[config.mk]
export PLATFORM = sky130hd
export DESIGN_NAME = wb_initiator
export DESIGN_NICKNAME = d
export VERILOG_FILES = /design/src/rtl/wb_initiator.sv
export SDC_FILE = /design/constraint.sdc
export NUM_CORES = 1
export LEC_CHECK = 0
export ABC_CLOCK_PERIOD_IN_PS = 1800
export CAP_MARGIN = 20
export CORE_MARGIN = 1.5
export CORE_UTILIZATION = 40
export CTS_CLUSTER_DIAMETER = 80
export DETAILED_ROUTE_END_ITERATION = 6
export PLACE_DENSITY = 0.8
export SYNTH_ARGS = -nofsm -noshare
export SYNTH_HDL_FRONTEND = slang
export SYNTH_SLANG_ARGS = --single-unit
[constraint.sdc]
create_clock -name WB_CLK -period 1.8 [get_ports WB_CLK]
set_input_delay 0.27 -clock WB_CLK [delete_from_list [all_inputs] [get_ports WB_CLK]]
set_output_delay 0.27 -clock WB_CLK [all_outputs]
set_load 0.1 [all_outputs]
[src/rtl/wb_initiator.sv]
// Wishbone classic initiator: accepts one command at a time, runs a single
// CYC/STB bus cycle, and returns read data or error/timeout status.
// Optional feature: define WB_INITIATOR_TIMEOUT_EN to abort bus cycles that
// see no ACK/ERR within TIMEOUT_CYCLES cycles. Without the macro the
// initiator waits in the bus cycle indefinitely and rsp_tmo is tied low.
module wb_initiator #(
  parameter int unsigned TIMEOUT_CYCLES = 255
) (
  input  logic        WB_CLK,
  input  logic        WB_RST_N,
  input  logic        cmd_valid,
  output logic        cmd_ready,
  input  logic        cmd_we,
  input  logic [16:0] cmd_adr,
  input  logic [3:0]  cmd_sel,
  input  logic [31:0] cmd_wdat,
  output logic        rsp_valid,
  input  logic        rsp_ready,
  output logic [31:0] rsp_rdat,
  output logic        rsp_err,
  output logic        rsp_tmo,
  output logic [16:0] WBs_ADR,
  output logic        WBs_CYC,
  output logic        WBs_STB,
  output logic        WBs_WE,
  output logic [3:0]  WBs_BYTE_STB,
  output logic [31:0] WBs_WR_DAT,
  input  logic [31:0] WBs_RD_DAT,
  input  logic        WBs_ACK,
  input  logic        WBs_ERR
);

  localparam int unsigned CW = 16;

  typedef enum logic [1:0] {IDLE, BUS, RESP} state_t;

  state_t state;

  // Reject out-of-range timeout configurations at elaboration.
  if (TIMEOUT_CYCLES < 2 || TIMEOUT_CYCLES > 65535) begin : g_bad_timeout
    $error("wb_initiator: TIMEOUT_CYCLES must be in 2..65535");
  end

`ifdef WB_INITIATOR_TIMEOUT_EN
  localparam logic [CW-1:0] TMO_LAST = CW'(TIMEOUT_CYCLES - 1);
  logic [CW-1:0] tmo_cnt;
`else
  assign rsp_tmo = 1'b0;
`endif

  // Handshake readiness is a pure decode of the registered state.
  assign cmd_ready = (state == IDLE);
  assign rsp_valid = (state == RESP);

  // Transaction FSM with registered bus and response outputs.
  always_ff @(posedge WB_CLK or negedge WB_RST_N) begin
    if (!WB_RST_N) begin
      state        <= IDLE;
      WBs_ADR      <= '0;
      WBs_CYC      <= 1'b0;
      WBs_STB      <= 1'b0;
      WBs_WE       <= 1'b0;
      WBs_BYTE_STB <= '0;
      WBs_WR_DAT   <= '0;
      rsp_rdat     <= '0;
      rsp_err      <= 1'b0;
`ifdef WB_INITIATOR_TIMEOUT_EN
      rsp_tmo      <= 1'b0;
      tmo_cnt      <= '0;
`endif
    end else begin
      case (state)
        IDLE: begin
          if (cmd_valid) begin
            WBs_ADR      <= cmd_adr;
            WBs_WE       <= cmd_we;
            WBs_BYTE_STB <= cmd_sel;
            WBs_WR_DAT   <= cmd_wdat;
            WBs_CYC      <= 1'b1;
            WBs_STB      <= 1'b1;
            state        <= BUS;
`ifdef WB_INITIATOR_TIMEOUT_EN
            tmo_cnt      <= '0;
`endif
          end
        end
        BUS: begin
          // ERR dominates a simultaneous ACK; data is kept only for clean reads.
          if (WBs_ACK || WBs_ERR) begin
            WBs_CYC  <= 1'b0;
            WBs_STB  <= 1'b0;
            rsp_err  <= WBs_ERR;
            rsp_rdat <= (!WBs_ERR && !WBs_WE) ? WBs_RD_DAT : 32'h0;
            state    <= RESP;
          end
`ifdef WB_INITIATOR_TIMEOUT_EN
          else if (tmo_cnt == TMO_LAST) begin
            WBs_CYC  <= 1'b0;
            WBs_STB  <= 1'b0;
            rsp_tmo  <= 1'b1;
            rsp_rdat <= '0;
            state    <= RESP;
          end else begin
            tmo_cnt  <= tmo_cnt + CW'(1);
          end
`endif
        end
        RESP: begin
          if (rsp_ready) begin
            rsp_rdat <= '0;
            rsp_err  <= 1'b0;
`ifdef WB_INITIATOR_TIMEOUT_EN
            rsp_tmo  <= 1'b0;
`endif
            state    <= IDLE;
          end
        end
        default: state <= IDLE;
      endcase
    end
  end

endmodule

# [Yosys cells after proc, flatten, opt, wreduce, memory -nomap -nowiden]
# Index checks and enable logic that the tools add are counted.
# W data, S select, Z words.
[classes] addsub=0 n_mul=0 div=0 n_lt_le_gt_ge=0 eq_ne=5 n_shift=0 mux=14 bitwise=0 reduce_logical=11
[op_table] op="$mux W32" count=3
[op_table] op="$pmux W32 S2" count=1
[op_table] op="$reduce_and A3 Y1" count=3
[op_table] op="$mux W2" count=3
[op_table] op="$pmux W2 S3" count=1
[op_table] op="$mux W1" count=4
[op_table] op="$ne A2 B2 Y1 const B" count=2
[op_table] op="$pmux W1 S2" count=2
[op_table] op="$reduce_bool A2 Y1" count=2
[op_table] op="$eq A2 B1 Y1 const B" count=1
[op_table] op="$eq A2 B2 Y1 const B" count=1
[op_table] op="$logic_not A1 Y1" count=2
[op_table] op="$logic_not A2 Y1" count=1
[op_table] op="$ne A2 B1 Y1 const B" count=1
[op_table] op="$reduce_and A2 Y1" count=1
[op_table] op="$logic_and A1 B1 Y1" count=1
[op_table] op="$logic_or A1 B1 Y1" count=1
[word_totals] register_bits=90 latchBits=0 ramBits=0 romBits=0 out_inout_bits=92 word_cells=38 memories=0

# [Depth between registers and ports, before layout]
# Gate-level depths: netlist of run 1.
[depth] ltp_word=5 depth_mapped=6 ltp_nobuf=5

# [Worst setup path after synthesis of run 1]
# No wires, ideal clock.
[synth_path] path_kind="register -> register" start="reg state[0]" end="reg rsp_rdat[30]" setup_ns=0.128 t_arrival_ns=1.762 required_time_ns=1.672 path_slack_ns=-0.090 path_stages_with_launch=5 n_path_buf=0 period_less_slack_ns=1.890 path_cell_list="dfrtp_1 -> inv_1 -> ha_1 -> nor4b_1 -> mux2_1"
[synth_between] elab_chain_len=3
[synth_lines] item="start, declared" line="37" rtl="state_t state;"
[synth_lines] item="start signal, assigned" line="58" rtl="state <= IDLE;"
[synth_lines] item="start signal, assigned" line="81" rtl="state <= BUS;"
[synth_lines] item="start signal, assigned" line="94" rtl="state <= RESP;"
[synth_lines] item="$eq A2 B2 Y1 (*)"
[synth_lines] item="via rsp_valid" line="17" rtl="output logic rsp_valid,"
[synth_lines] item="$ne A2 B1 Y1 (no source line) or $reduce_bool A2 Y1 (tied branches)"
[synth_lines] item="$reduce_and A3 Y1 (no source line)"
[synth_lines] item="end signal, assigned" line="93" rtl="rsp_rdat <= (!WBs_ERR && !WBs_WE) ? WBs_RD_DAT : 32'h0;"
[synth_lines] item="end, declared" line="19" rtl="output logic [31:0] rsp_rdat,"
# The timed path passes the listed nets; every way through them passes the cells marked *.
# A chain may end at the register's enable or synchronous reset.

# [Worst setup path after layout of run 1]
[layout_path] start="reg state[1]" end="reg rsp_rdat[23]"
[layout_between] elab_chain_len=3
[layout_lines] item="$eq A2 B1 Y1 or $eq A2 B2 Y1 (tied branches)" line="72" rtl="case (state)"
[layout_lines] item="$ne A2 B2 Y1 (no source line) (tied with other cells)"
[layout_lines] item="$reduce_and A3 Y1 (no source line)"
# Several ways; a longest one is shown, not always the timed one.

==> results.txt, run 1 <==
Post-synth top area share - 60.5%
Area Overhead vs Synth - 55.8%
Sequential cell area - 2250 sq um
Via count - 2674
DRT iter0 DRCs - 58
Synth Area in XOR/XNOR - 0%
R2r worst-path depth - 7
Cell accounting for the most synthesized area - dfrtp_1
Crit start category - register
Adder and majority gate portion of the synthesized area - 2.02%
Core Box Area - 9110 sq um
Synth Cell Area - 3720 sq um
CP Buf/Inv Count - 4
Hold depth - 3
Setup TNS - 0 ns
Area of the multi-input gates - 1260 sq um
RSZ-0062 raised after global routing - no
Wirelength, routed - 8.67 mm
Critical path depth - 7
Critical path data arrival time - 1.95 ns
Critical-path top delay cell - dfrtp_1
Largest net degree at the start of global routing - 91
Fin util - 63.7%
Area contributors post-synth - dfrtp_1 61%, mux2_1 17%, mux2i_1 8.6%
CP Capture Type - register
I/O pins - 184
Initial antenna violation count - 0
Post-synthesis sequential area ratio - 60.5%
Placed Area - 5580 sq um
Post-CTS setup buffers - 0
Dpl cells - 564
Setup skew after layout - 0.0117 ns
Final Hold Viols - 0
Die area - 9890 sq um
Largest family of logic cells by synthesized area - multiplexers
DIE WIDTH - 99.5 um
Routed length per placed instance - 14.9 um
Max-slew violations - 0
CP top delay family - buffers and inverters
Synthesized area per cell - 13.5 sq um
Worst hold path class - in -> reg
Drt via density - 4.60
Vias in the first global route - 2763
Synth unique cells - 20
Crit path top cell by count - inv_2
Clock buffer depth - 2
Synth Area in Compound Gates - 1.51%
Synth Register Bits - 90
Nets - 563
Drt pass-1 iters - 4
Total track usage - 18.0%
Yosys Warn Count - 0
Die height - 99.5 um
Post-Layout Cell Count - 581
RePlAce Congestion - 0.810
Port bufs - 182
Htree depth - 3
Reg clk slew, reported paths - 0.09 ns
CTS Root Cell - clkbuf_8
Crit-path cells - inv_2 -> ha_1 -> inv_2 -> o311ai_4 -> buf_6 -> buf_12 -> mux2i_1
Post-Synth Simple-Gate Area - 4.10%
Num rows - 35
Status - finished, final reports clean
# DRC - 0
CTS tree - yes
Final Cycle Share - 93.6%
Synthesized instance count - 276
Initial Util - 40.9%
Finished Cell Area - 5800 sq um
R2R setup slack - 0.11 ns
CP Class - reg -> reg
Max Fclk - 593 MHz
Max Cap Violations - 0
Fillers - 717
Dpl hpwl - 6.52 mm
Post-DRT Antenna Nets - 0
Skew-Pair Late Insertion Delay - 0.35 ns
First-pass GRT wire length - 14.0 mm
Final setup viols - 0
Syn nets - 374
WP data required - 2.06 ns
Clock Sinks - 90
Post-synthesis mux area share - 25.8%
Tmin final - 1.69 ns
Worst-path fanout max - 13
CP peak stage delay - 0.42 ns
Grt total ovfl - 0
Layout cell share with drive strength beyond 1 - 26.0%
TritonCTS Buffers - 9
Diode count - 0
==> tightest hold or removal path: cells and delay by family <==
family,cells,cell delay [ns]
buffers and inverters,1,0.40
muxes,1,0.05
and+or+nand+nor,1,0.05
==> layer usage <==
layer	vias to the layer above	track usage, %	share of wire [%]
met5	-	0	0
met4	0	4.33	1.2
met3	12	5.48	7.5
met2	119	31.1	50
met1	1268	22.1	41
li1	1275	-	-
==> Yosys cell counts (all sizes together) <==
master and number:
o311a 1, mux2i 32, inv 35, dfrtp 90
nand2 32, ha 6, mux2 57, buf 13
o2bb2ai 1, o22ai 1, nand2b 2, o311ai 1
conb 1, nor3 1, nor2b 1, a21oi 1
nor4b 1
==> cell type report <==
type	count	area share, %
Multi-Input combinational cell	138	21.7
Clock inverter	7	1.32
Inverter	35	2.27
Clock buffer	9	2.14
Tap cell	111	2.40
Timing Repair Buffer	191	31.3
Sequential cell	90	38.8
==> repair_timing <==
| item | 4_1_cts | 5_1_grt |
|---|---|---|
| hold buffers | 1 | 0 |
| endpoints found under the hold margin | 90 | 0 |
| endpoints found under the setup margin | 0 | 24 |
| resized for setup | 0 | 2 |
==> final timing paths <==
| check | from | endpoint |
|---|---|---|
| hold / removal | WBs_RD_DAT[7] | rsp_rdat[7]$_DFFE_PN0P_ |
| setup reg to reg | state[1]$_DFFE_PN0P_ | rsp_rdat[23]$_DFFE_PN0P_ |
| min in group asynchronous | WB_RST_N | WBs_WR_DAT[27]$_DFFE_PN0P_ |
| max in group asynchronous | WB_RST_N | rsp_err$_DFFE_PN0P_ |
| hold reg to reg | WBs_WR_DAT[28]$_DFFE_PN0P_ | WBs_WR_DAT[28]$_DFFE_PN0P_ |
| setup / recovery | state[1]$_DFFE_PN0P_ | rsp_rdat[23]$_DFFE_PN0P_ |
==> cells by family after synthesis <==
kind of cell	count (synthesis)
flip-flops	90
multiplexers	89
buffers and inverters	48
AND/OR/NAND/NOR	37
adder cells (fa/ha/maj)	6
AO/OA/AOI/OAI	5
other	1
==> metrics by stage <==
stage               hold slack, ns  setup slack (ns)
floorplan                  -0.0256           0.00537
global placement             0.347             0.111
detailed placement           0.340            0.0254
CTS                          0.438            0.0442
global route                 0.443            0.0108
finish                       0.461             0.115
==> sequential cells by signal (all words and copies together) (netlist names) <==
| signal | cells |
|---|---|
| WBs_BYTE_STB | 4 |
| rsp_err | 1 |
| WBs_ADR | 17 |
| WBs_WE | 1 |
| WBs_STB | 1 |
| state | 2 |
| rsp_rdat | 32 |
| WBs_WR_DAT | 32 |
==> cells in the final DEF, fill, tap and decap left out, types with 2 or more instances in the layout <==
cell type,count
clkdlybuf4s50_1,90
clkinvlp_4,2
buf_12,12
nand2b_1,2
dfrtp_1,90
buf_4,87
mux2_1,57
inv_1,33
clkbuf_8,9
nand2_1,31
mux2i_1,32
ha_1,5
inv_6,2
inv_2,2
Power of run 1 is left out: the tool's default activity adds up to more than one toggle a clock period on the data nets, which glitch-free logic cannot reach.
==> run 2: changes to the inputs <==
--- a/config.mk
+++ b/config.mk
@@ -7,6 +7,7 @@
 export LEC_CHECK = 0
 export ABC_CLOCK_PERIOD_IN_PS = 1800
 export CAP_MARGIN = 20
+export CORE_ASPECT_RATIO = 1.75
 export CORE_MARGIN = 1.5
 export CORE_UTILIZATION = 40
 export CTS_CLUSTER_DIAMETER = 80
==> run 2 against run 1 <==
Critical path depth unchanged. Utilization rose by 1.7 points. Routed wire length increased by 9.1%. Final area up 1.9%. Worst setup slack gained 0.0089 ns. First-iteration DRC count increased by 60%. Hold slack improved by 0.0011 ns. Count of clock-buffer cells in the layout is 2 higher. Via count is 3.2% higher. Sequential share of layout area fell by 0.73 points. Cell count up 2.1%. Global-route usage increased by 1.2 points. Critical path type unchanged. Largest cell class unchanged.
==> results.txt, run 2 (same netlist as run 1, synthesis figures left out) <==
R2R setup slack - 0.12 ns (was 0.11 ns)
Max-slew violations - 0 (unchanged)
CP Capture Type - register (unchanged)
Dpl hpwl - 7.16 mm (was 6.52 mm)
Largest net degree at the start of global routing - 42 (was 91)
Crit-path cells - inv_1 -> ha_1 -> nand2b_1 -> o311ai_4 -> buf_12 -> buf_12 -> mux2i_1 (was inv_2 -> ha_1 -> inv_2 -> o311ai_4 -> buf_6 -> buf_12 -> mux2i_1)
CP Launch Point - state[0]$_DFFE_PN0P_ (was state[1]$_DFFE_PN0P_)
Reg clk slew, reported paths - 0.06 ns (was 0.09 ns)
Biggest regs - WBs_WR_DAT x32, rsp_rdat x32, WBs_ADR x17 (unchanged)
CP Buf/Inv Count - 3 (was 4)
Critical-path top delay cell - dfrtp_1 (unchanged)
CP Class - reg -> reg (unchanged)
Worst-path fanout max - 11 (was 13)
Status - finished, final reports clean (unchanged)
Area Overhead vs Synth - 58.8% (was 55.8%)
Layout cell share with drive strength beyond 1 - 26.6% (was 26.0%)
Grt total ovfl - 0 (unchanged)
CP top delay family - buffers and inverters (unchanged)
DIE WIDTH - 75.9 um (was 99.5 um)
Post-Layout Cell Count - 593 (was 581)
I/O pins - 184 (unchanged)
Final Hold Viols - 0 (unchanged)
# DRC - 0 (unchanged)
Max Fclk - 597 MHz (was 593 MHz)
Worst r2r src - state[0]$_DFFE_PN0P_ (was state[1]$_DFFE_PN0P_)
Critical path data arrival time - 1.92 ns (was 1.95 ns)
First-pass GRT wire length - 14.6 mm (was 14.0 mm)
Die area - 9920 sq um (was 9890 sq um)
Nets - 567 (was 563)
Final setup viols - 0 (unchanged)
Routed length per placed instance - 15.9 um (was 14.9 um)
Wirelength, routed - 9.46 mm (was 8.67 mm)
Vias in the first global route - 2924 (was 2763)
Initial antenna violation count - 0 (unchanged)
CTS Root Cell - clkbuf_16 (was clkbuf_8)
Worst Setup EP - rsp_rdat[18]$_DFFE_PN0P_ (was rsp_rdat[23]$_DFFE_PN0P_)
Placed Area - 5570 sq um (was 5580 sq um)
CP peak stage delay - 0.42 ns (about the same)
DRT iter0 DRCs - 93 (was 58)
Clock Sinks - 90 (unchanged)
Crit path top cell by count - buf_12 (was inv_2)
Via count - 2760 (was 2674)
Initial Util - 41.2% (was 40.9%)
Critical path depth - 7 (unchanged)
Skew-Pair Late Insertion Delay - 0.34 ns (was 0.35 ns)
Port bufs - 182 (unchanged)
Worst-Margin Slew - 0.550 ns
Slew headroom - 63.3%
Setup skew after layout - 0.00560 ns (was 0.0117 ns)
Most frequent cells in the layout - 93 x buf_4, 90 x dfrtp_1, 90 x clkdlybuf4s50_1 (was 90 x dfrtp_1, 90 x clkdlybuf4s50_1, 87 x buf_4)
Most common cell after layout, fill and taps aside - buf_4
Core Box Area - 9040 sq um (was 9110 sq um)
CTS tree - yes (unchanged)
Max Cap Violations - 0 (unchanged)
RePlAce Congestion - 0.756 (was 0.810)
Dpl cells - 575 (was 564)
TritonCTS Buffers - 9 (unchanged)
Num rows - 46 (was 35)
Post-DRT Antenna Nets - 0 (unchanged)
Worst hold path class - in -> async (was in -> reg)
Fin util - 65.4% (was 63.7%)
R2r worst-path depth - 7 (unchanged)
Total track usage - 19.2% (was 18.0%)
Finished Cell Area - 5910 sq um (was 5800 sq um)
Worst R2R End - rsp_rdat[18]$_DFFE_PN0P_ (was rsp_rdat[23]$_DFFE_PN0P_)
Crit start category - register (unchanged)
RSZ-0062 raised after global routing - no (unchanged)
Tmin final - 1.68 ns (was 1.69 ns)
Drt via density - 4.65 (was 4.60)
Clock buffer depth - 2 (unchanged)
Drt pass-1 iters - 4 (unchanged)
Diode count - 0 (unchanged)
WP data required - 2.05 ns (was 2.06 ns)
Final Cycle Share - 93.1% (was 93.6%)
Die height - 131 um (was 99.5 um)
Htree depth - 3 (unchanged)
==> run 2: changes by cell type in the layout (fill, tap and decap cells not counted), moves of 2 or more <==
cell       change
clkbuf_16     +10
clkbuf_8       -7
buf_4          +6
buf_12         -2
==> run 2: routing by layer <==
metal	wire length, um	track usage (%)	up-vias
li1	-	-	1291
met1	3450	21.2	1339
met2	5200	34.1	106
met3	433	4.72	24
met4	371	10.5	0
met5	0	0	-
==> run 2: area by class of cell <==
cell class,instances,area [sq um]
Fill cell,698,3130
Sequential cell,90,2250
Timing Repair Buffer,195,1830
Multi-Input combinational cell,138,1260
Clock buffer,11,253
Tap cell,120,150
Inverter,35,131
Clock inverter,4,26.3
==> run 2: timing repair <==
action	4_1_cts	5_1_grt
endpoints found under the setup margin	1	21
endpoints found under the hold margin	39	0
resized for setup	0	2
setup buffers	0	1
pin swaps	1	1
gates cloned	0	1
hold buffers	1	0
==> run 2: per-stage QoR <==
stage | TNS, ns | hold WS (ns) | worst slack, ns
2_1_floorplan | 0 | -0.0256 | 0.00537
3_3_place_gp | 0 | 0.280 | 0.0525
3_5_place_dp | -0.0937 | 0.290 | -0.0308
4_1_cts | 0 | 0.459 | 0.0374
5_1_grt | 0 | 0.481 | 0.00838
6_report | 0 | 0.462 | 0.124
==> run 2: worst reg2reg max path, stage by stage, from the launching register on <==
cell	delay, ns
dfrtp_1	0.42
inv_1	0.17
ha_1	0.22
nand2b_1	0.13
o311ai_4	0.13
buf_12	0.17
buf_12	0.15
mux2i_1	0.21
==> run 2: worst min path at each step <==
stage,to,slack [ns],depth (start not counted)
floorplan,WBs_ADR[0]$_DFFE_PN0P_,-0.03,0
global placement,rsp_rdat[28]$_DFFE_PN0P_,0.28,1
detailed placement,rsp_rdat[22]$_DFFE_PN0P_,0.29,1
CTS,rsp_rdat[25]$_DFFE_PN0P_,0.46,3
global route,rsp_rdat[2]$_DFFE_PN0P_,0.48,3
finish,rsp_rdat[22]$_DFFE_PN0P_,0.46,2
Power of run 2 is left out for the same reason.
==> RTL edit 1, RTL diff (settings of run 1) <==
Add a define of `WB_INITIATOR_TIMEOUT_EN`.
--- a/src/rtl/wb_initiator.sv
+++ b/src/rtl/wb_initiator.sv
@@ -3,6 +3,8 @@
 // Optional feature: define WB_INITIATOR_TIMEOUT_EN to abort bus cycles that
 // see no ACK/ERR within TIMEOUT_CYCLES cycles. Without the macro the
 // initiator waits in the bus cycle indefinitely and rsp_tmo is tied low.
+`define WB_INITIATOR_TIMEOUT_EN
+
 module wb_initiator #(
   parameter int unsigned TIMEOUT_CYCLES = 255
 ) (
Function: same outputs for any inputs over 10 cycles, from zero or initial values and one cycle with WB_RST_N low; that may be too few to reach the edited logic, so the function may still have changed.
==> RTL edit 1 against run 1 <==
The run now ends with setup timing left; synthesized cell count rose by 44%; count of clock-buffer cells in the layout rose by 1; highest routed layer unchanged; largest cell class unchanged; wire length rose by 60%; area after synthesis rose by 31%; worst setup slack got worse by 0.23 ns; final area rose by 36%; sequential cell count rose by 17.
Power is not shown: default switching activity piles up to over one toggle a cycle in this logic, so the estimate is an artifact.
==> RTL edit 1: results (changes against run 1) <==
stage;metric;value;unit;change
status;status;finished with violations;;
status;violations;setup timing;;
sta;setup_ws;-0.1189;ns;-0.2339 ns
sta;setup_viol;49;;+49
grt;grt_pass1_vias;4308;;+56%
grt;grt_pass1_wl;21.29;mm;+52%
place;pre_cts_ws;-0.2922;ns;-0.3176 ns
yosys;synth.top_cells.by_area;dfrtp_1 (55%), mux2_2 (13%), mux2i_1 (7.4%);;
grt;use_met3;5.196;%;-0.29 points
place;dpl_cell_area;0.007063;mm2;+26%
yosys;yosysUniqueCellTypes;48;;+140%
critical_path;critPathSlowestCell;or3b_4;;
place;hpwl;9.279;mm;+42%
cts;clockRootBuffer;clkbuf_16;;
finish;drive_gt1_share;41.84;%;+16 points
route;avgRoutedWirePerCell;17.58;um;+18%
critical_path;reg2reg_to;tmo_cnt[7];;
finish;fillers;870;;+21%
grt;grt_use_met1;23.36;%;+1.2 points
grt;use_met2;38.75;%;+7.7 points
yosys;ys_async_sr_fraction;100.0;%;unchanged
route;viasPerCell;5.119;;+11%
place;gp_congestion;0.8404;;+3.7%
grt;grt_max_degree;42;;-54%
critical_path;crit_path_max_fanout;4;;-9
sta;finClkSkew;0.01311;ns;+0.001438 ns
sta;hold_slack;0.4305;ns;-0.03043 ns
yosys;synth_nets;496;;+33%
critical_path;arrival;2.16;ns;+0.21 ns
sta;maxSlewHeadroom;62.90;%;
finish;final_nets;736;;+31%
route;drt_iter0_markers;172;;+200%
yosys;ys_top_cells_by_count;dfrtp_1 (107), mux2_2 (56), nand2_1 (49), inv_1 (37), mux2i_1 (36);;
finish;diodes;0;;unchanged
yosys;yosysSeqAreaShare;55.10;%;-5.4 points
RTL edit 1: worst max path at each step:
stage / cells past startpoint / start / endpoint / slack [ns]
4_1_cts: 8 / tmo_cnt[0] / rsp_rdat[27] / -0.12
6_report: 7 / state[1] / tmo_cnt[7] / -0.12
2_1_floorplan: 6 / state[0] / tmo_cnt[12] / -0.09
3_3_place_gp: 6 / WBs_ERR / tmo_cnt[14] / -0.22
5_1_grt: 8 / tmo_cnt[0] / rsp_rdat[28] / -0.20
3_5_place_dp: 6 / WBs_ERR / tmo_cnt[14] / -0.29
RTL edit 1: layout make-up:
cell class / instances / area, um2 / share of cell area (%)
tap: 147 / 183.9 / 2.334
clock inverter: 6 / 97.59 / 1.238
timing repair buffer: 246 / 2406 / 30.53
inverter: 37 / 138.9 / 1.762
multi-input combinational: 237 / 2136 / 27.10
clock buffer: 10 / 239.0 / 3.033
sequential: 107 / 2679 / 33.99
RTL edit 1: worst register-to-register path, cell delays in order (launching register included):
cell	delay, ns
dfrtp_1	0.39
inv_2	0.12
ha_4	0.17
or3b_4	0.43
a211oi_4	0.26
buf_6	0.14
a31oi_1	0.09
a41o_1	0.22
RTL edit 1: logic make-up (layout without fill, tap and decap cells):
family,count (synthesis),count (layout),synth area share [%]
multiplexers,92,92,20.39
flip-flops,107,107,55.10
AO/OA/AOI/OAI,38,38,6.205
adder cells (fa/ha/maj),6,6,1.545
buffers and inverters,54,299,5.046
AND/OR/NAND/NOR,101,101,11.72
RTL edit 1: timing repair:
| item | CTS | global route |
|---|---|---|
| gates resized for setup | 25 | 22 |
| endpoints found under the setup margin | 51 | 80 |
| pin swaps | 9 | 10 |
| hold buffers | 1 | 0 |
| cloned | 5 | 3 |
| buffers inserted | 8 | 7 |
| hold endpoints to repair | 36 | 0 |
RTL edit 1: metrics by stage:
step / std cells / TNS, ns
floorplan: 398 / -1.437
global placement: 752 / -4.429
detailed placement: 752 / -6.853
CTS: 782 / -2.828
global route: 790 / -6.711
finish: 790 / -3.401
RTL edit 1: layer usage:
metal	part of all wire [%]	routed length [um]
met2	53	7398
met4	2.6	363
met1	39	5349
met5	0	0
met3	5.6	776
==> RTL edit 2, RTL diff (config.mk and constraints of run 1) <==
Without the edit above. Put one more register stage on the output `rsp_err`, cleared by the reset. The value now appears one clock later. The other outputs are not delayed to match.
--- a/src/rtl/wb_initiator.sv
+++ b/src/rtl/wb_initiator.sv
@@ -34,6 +34,8 @@
 
   typedef enum logic [1:0] {IDLE, BUS, RESP} state_t;
 
+  logic rsp_err_s0;
+
   state_t state;
 
   // Reject out-of-range timeout configurations at elaboration.
@@ -63,7 +65,7 @@
       WBs_BYTE_STB <= '0;
       WBs_WR_DAT   <= '0;
       rsp_rdat     <= '0;
-      rsp_err      <= 1'b0;
+      rsp_err_s0   <= 1'b0;
 `ifdef WB_INITIATOR_TIMEOUT_EN
       rsp_tmo      <= 1'b0;
       tmo_cnt      <= '0;
@@ -89,7 +91,7 @@
           if (WBs_ACK || WBs_ERR) begin
             WBs_CYC  <= 1'b0;
             WBs_STB  <= 1'b0;
-            rsp_err  <= WBs_ERR;
+            rsp_err_s0 <= WBs_ERR;
             rsp_rdat <= (!WBs_ERR && !WBs_WE) ? WBs_RD_DAT : 32'h0;
             state    <= RESP;
           end
@@ -108,7 +110,7 @@
         RESP: begin
           if (rsp_ready) begin
             rsp_rdat <= '0;
-            rsp_err  <= 1'b0;
+            rsp_err_s0 <= 1'b0;
 `ifdef WB_INITIATOR_TIMEOUT_EN
             rsp_tmo  <= 1'b0;
 `endif
@@ -120,5 +122,13 @@
     end
   end
 
+  always_ff @(posedge WB_CLK or negedge WB_RST_N) begin
+    if (!WB_RST_N) begin
+      rsp_err <= '0;
+    end else begin
+      rsp_err <= rsp_err_s0;
+    end
+  end
+
 endmodule
 
Formal check against the unedited RTL: not equivalent (Yosys sat finds a counterexample within 4 cycles, from zero or initial values and one cycle with WB_RST_N low).
==> RTL edit 2 against run 1 <==
Sequential cell count up 1; highest routed layer unchanged; final area up 0.86%; area after synthesis rose by 0.17%; critical path depth decreased by 1; die area rose by 0.16%; worst setup slack worse by 0.020 ns; wire length shrank 3.0%; maximum frequency fell by 1.2%; core utilization up 0.24 points.
Power is left out: the tool's default activity adds up to more than one toggle a clock period on the data nets, which glitch-free logic cannot reach.
==> RTL edit 2: results (changes against run 1) <==
stage;metric;value;unit;change
status;status;completed;;
finish;multiInputGateArea;0.001246;mm2;-1.1%
critical_path;arrival;1.97;ns;+0.02 ns
place;hpwl;6.344;mm;-2.7%
place;placedCellCount;566;;+0.35%
critical_path;rr_worst_depth;6;;-1
critical_path;crit_path_max_fanout;10;;-3
hold_path;hold_path_class;reg2reg;;
cts;cts_buffers;9;;unchanged
yosys;ys_async_sr_fraction;100.0;%;unchanged
finish;final_cells;585;;+0.69%
finish;fillers;730;;+1.8%
place;pre_cts_ws;0.02822;ns;+0.002853 ns
sta;maxSlewViolCount;0;;unchanged
grt;grt_pass1_vias;2761;;-0.072%
route;drt_iter0_markers;36;;-38%
yosys;yosysUniqueCellTypes;23;;+15%
place;dpl_cell_area;0.005594;mm2;+0.18%
finish;final_nets;564;;+0.18%
grt;track_usage;17.46;%;-0.52 points
yosys;synthCells;276;;unchanged
cts;clkTransAtPathRegs;0.09;ns;about the same
yosys;yosys_warnings;0;;unchanged
route;dr.pass1.iters;4;;unchanged
place;gp_congestion;0.7201;;-11%
grt;antenna_found_initial;0;;unchanged
grt;grt_pass1_wl;13.39;mm;-4.3%
yosys;yosysSeqAreaShare;61.07;%;+0.57 points
route;via_count;2676;;+0.075%
yosys;yosysMostFrequentCell;dfrtp_1;;
finish;diodes;0;;unchanged
finish;drive_gt1_share;27.22;%;+1.3 points
hold_path;min_path_cells;0;;-3
cts;clk_latency;0.35;ns;about the same
place;port_buffers;182;;unchanged
yosys;ys_top_cells_by_count;dfrtp_1 (91), mux2_1 (54), inv_1 (35), nand2_1 (33), mux2i_1 (32);;
yosys;synth.top_cells.by_area;dfrtp_1 (61%), mux2_1 (16%), mux2i_1 (8.6%);;
cts;htree_levels;3;;unchanged
cts;clockBufferDepth;2;;unchanged
cts;clockRootBuffer;clkbuf_8;;
sta;finClkSkew;0.01029;ns;-0.001387 ns
grt;grt_max_degree;43;;-53%
yosys;synth_nets;371;;-0.80%
finish;reg_top3;WBs_WR_DAT x32, rsp_rdat x32, WBs_ADR x17;;
route;avgRoutedWirePerCell;14.37;um;-3.6%
[RTL edit 2: layout make-up]
cell class | count | area share [%]
Sequential cell | 91 | 38.94
Clock buffer | 10 | 2.353
Timing Repair Buffer | 195 | 31.58
Tap cell | 111 | 2.375
Clock inverter | 6 | 1.198
Multi-Input combinational cell | 137 | 21.31
Inverter | 35 | 2.246
[RTL edit 2: kinds of logic (layout without fill, tap and decap cells)]
kind of cell             after synthesis  count (layout)  share of synthesized area [%]
AO/OA/AOI/OAI                          6               6                          1.040
buffers and inverters                 48             246                          6.510
flip-flops                            91              91                          61.07
AND/OR/NAND/NOR                       40              40                          5.067
other                                  1               1                         0.1006
adder cells (fa/ha/maj)                3               3                          1.007
multiplexers                          87              87                          25.20
[RTL edit 2: worst max-delay path: stages, from the launching register on]
cell and delay (ns):
dfrtp_1 0.41, inv_2 0.09, ha_1 0.19, or3b_4 0.43, nand3_4 0.14, clkbuf_16 0.19, mux2i_1 0.19
[RTL edit 2: timing repair]
action | CTS | global route
hold buffers | 1 | 0
resized for setup | 0 | 2
endpoints found under the hold margin | 34 | 0
buffers inserted | 0 | 1
endpoints found under the setup margin | 0 | 31
[RTL edit 2: worst paths after layout]
path / start / endpoint / slack [ns]
min reg2reg: rsp_err_s0 / rsp_err / 0.39
max: state[1] / rsp_rdat[4] / 0.1
min in group asynchronous: WB_RST_N / WBs_ADR[5] / 0.40
max in group asynchronous: WB_RST_N / WBs_WR_DAT[26] / 0.79
max reg2reg: state[1] / rsp_rdat[4] / 0.1
min: rsp_err_s0 / rsp_err / 0.39
[RTL edit 2: routing by layer]
metal	global-route usage (%)	wire length, um	vias up
met5	0	0	-
li1	-	-	1291
met2	31.51	4308	98
met3	4.357	489	6
met1	20.38	3541	1281
met4	5.525	69	0
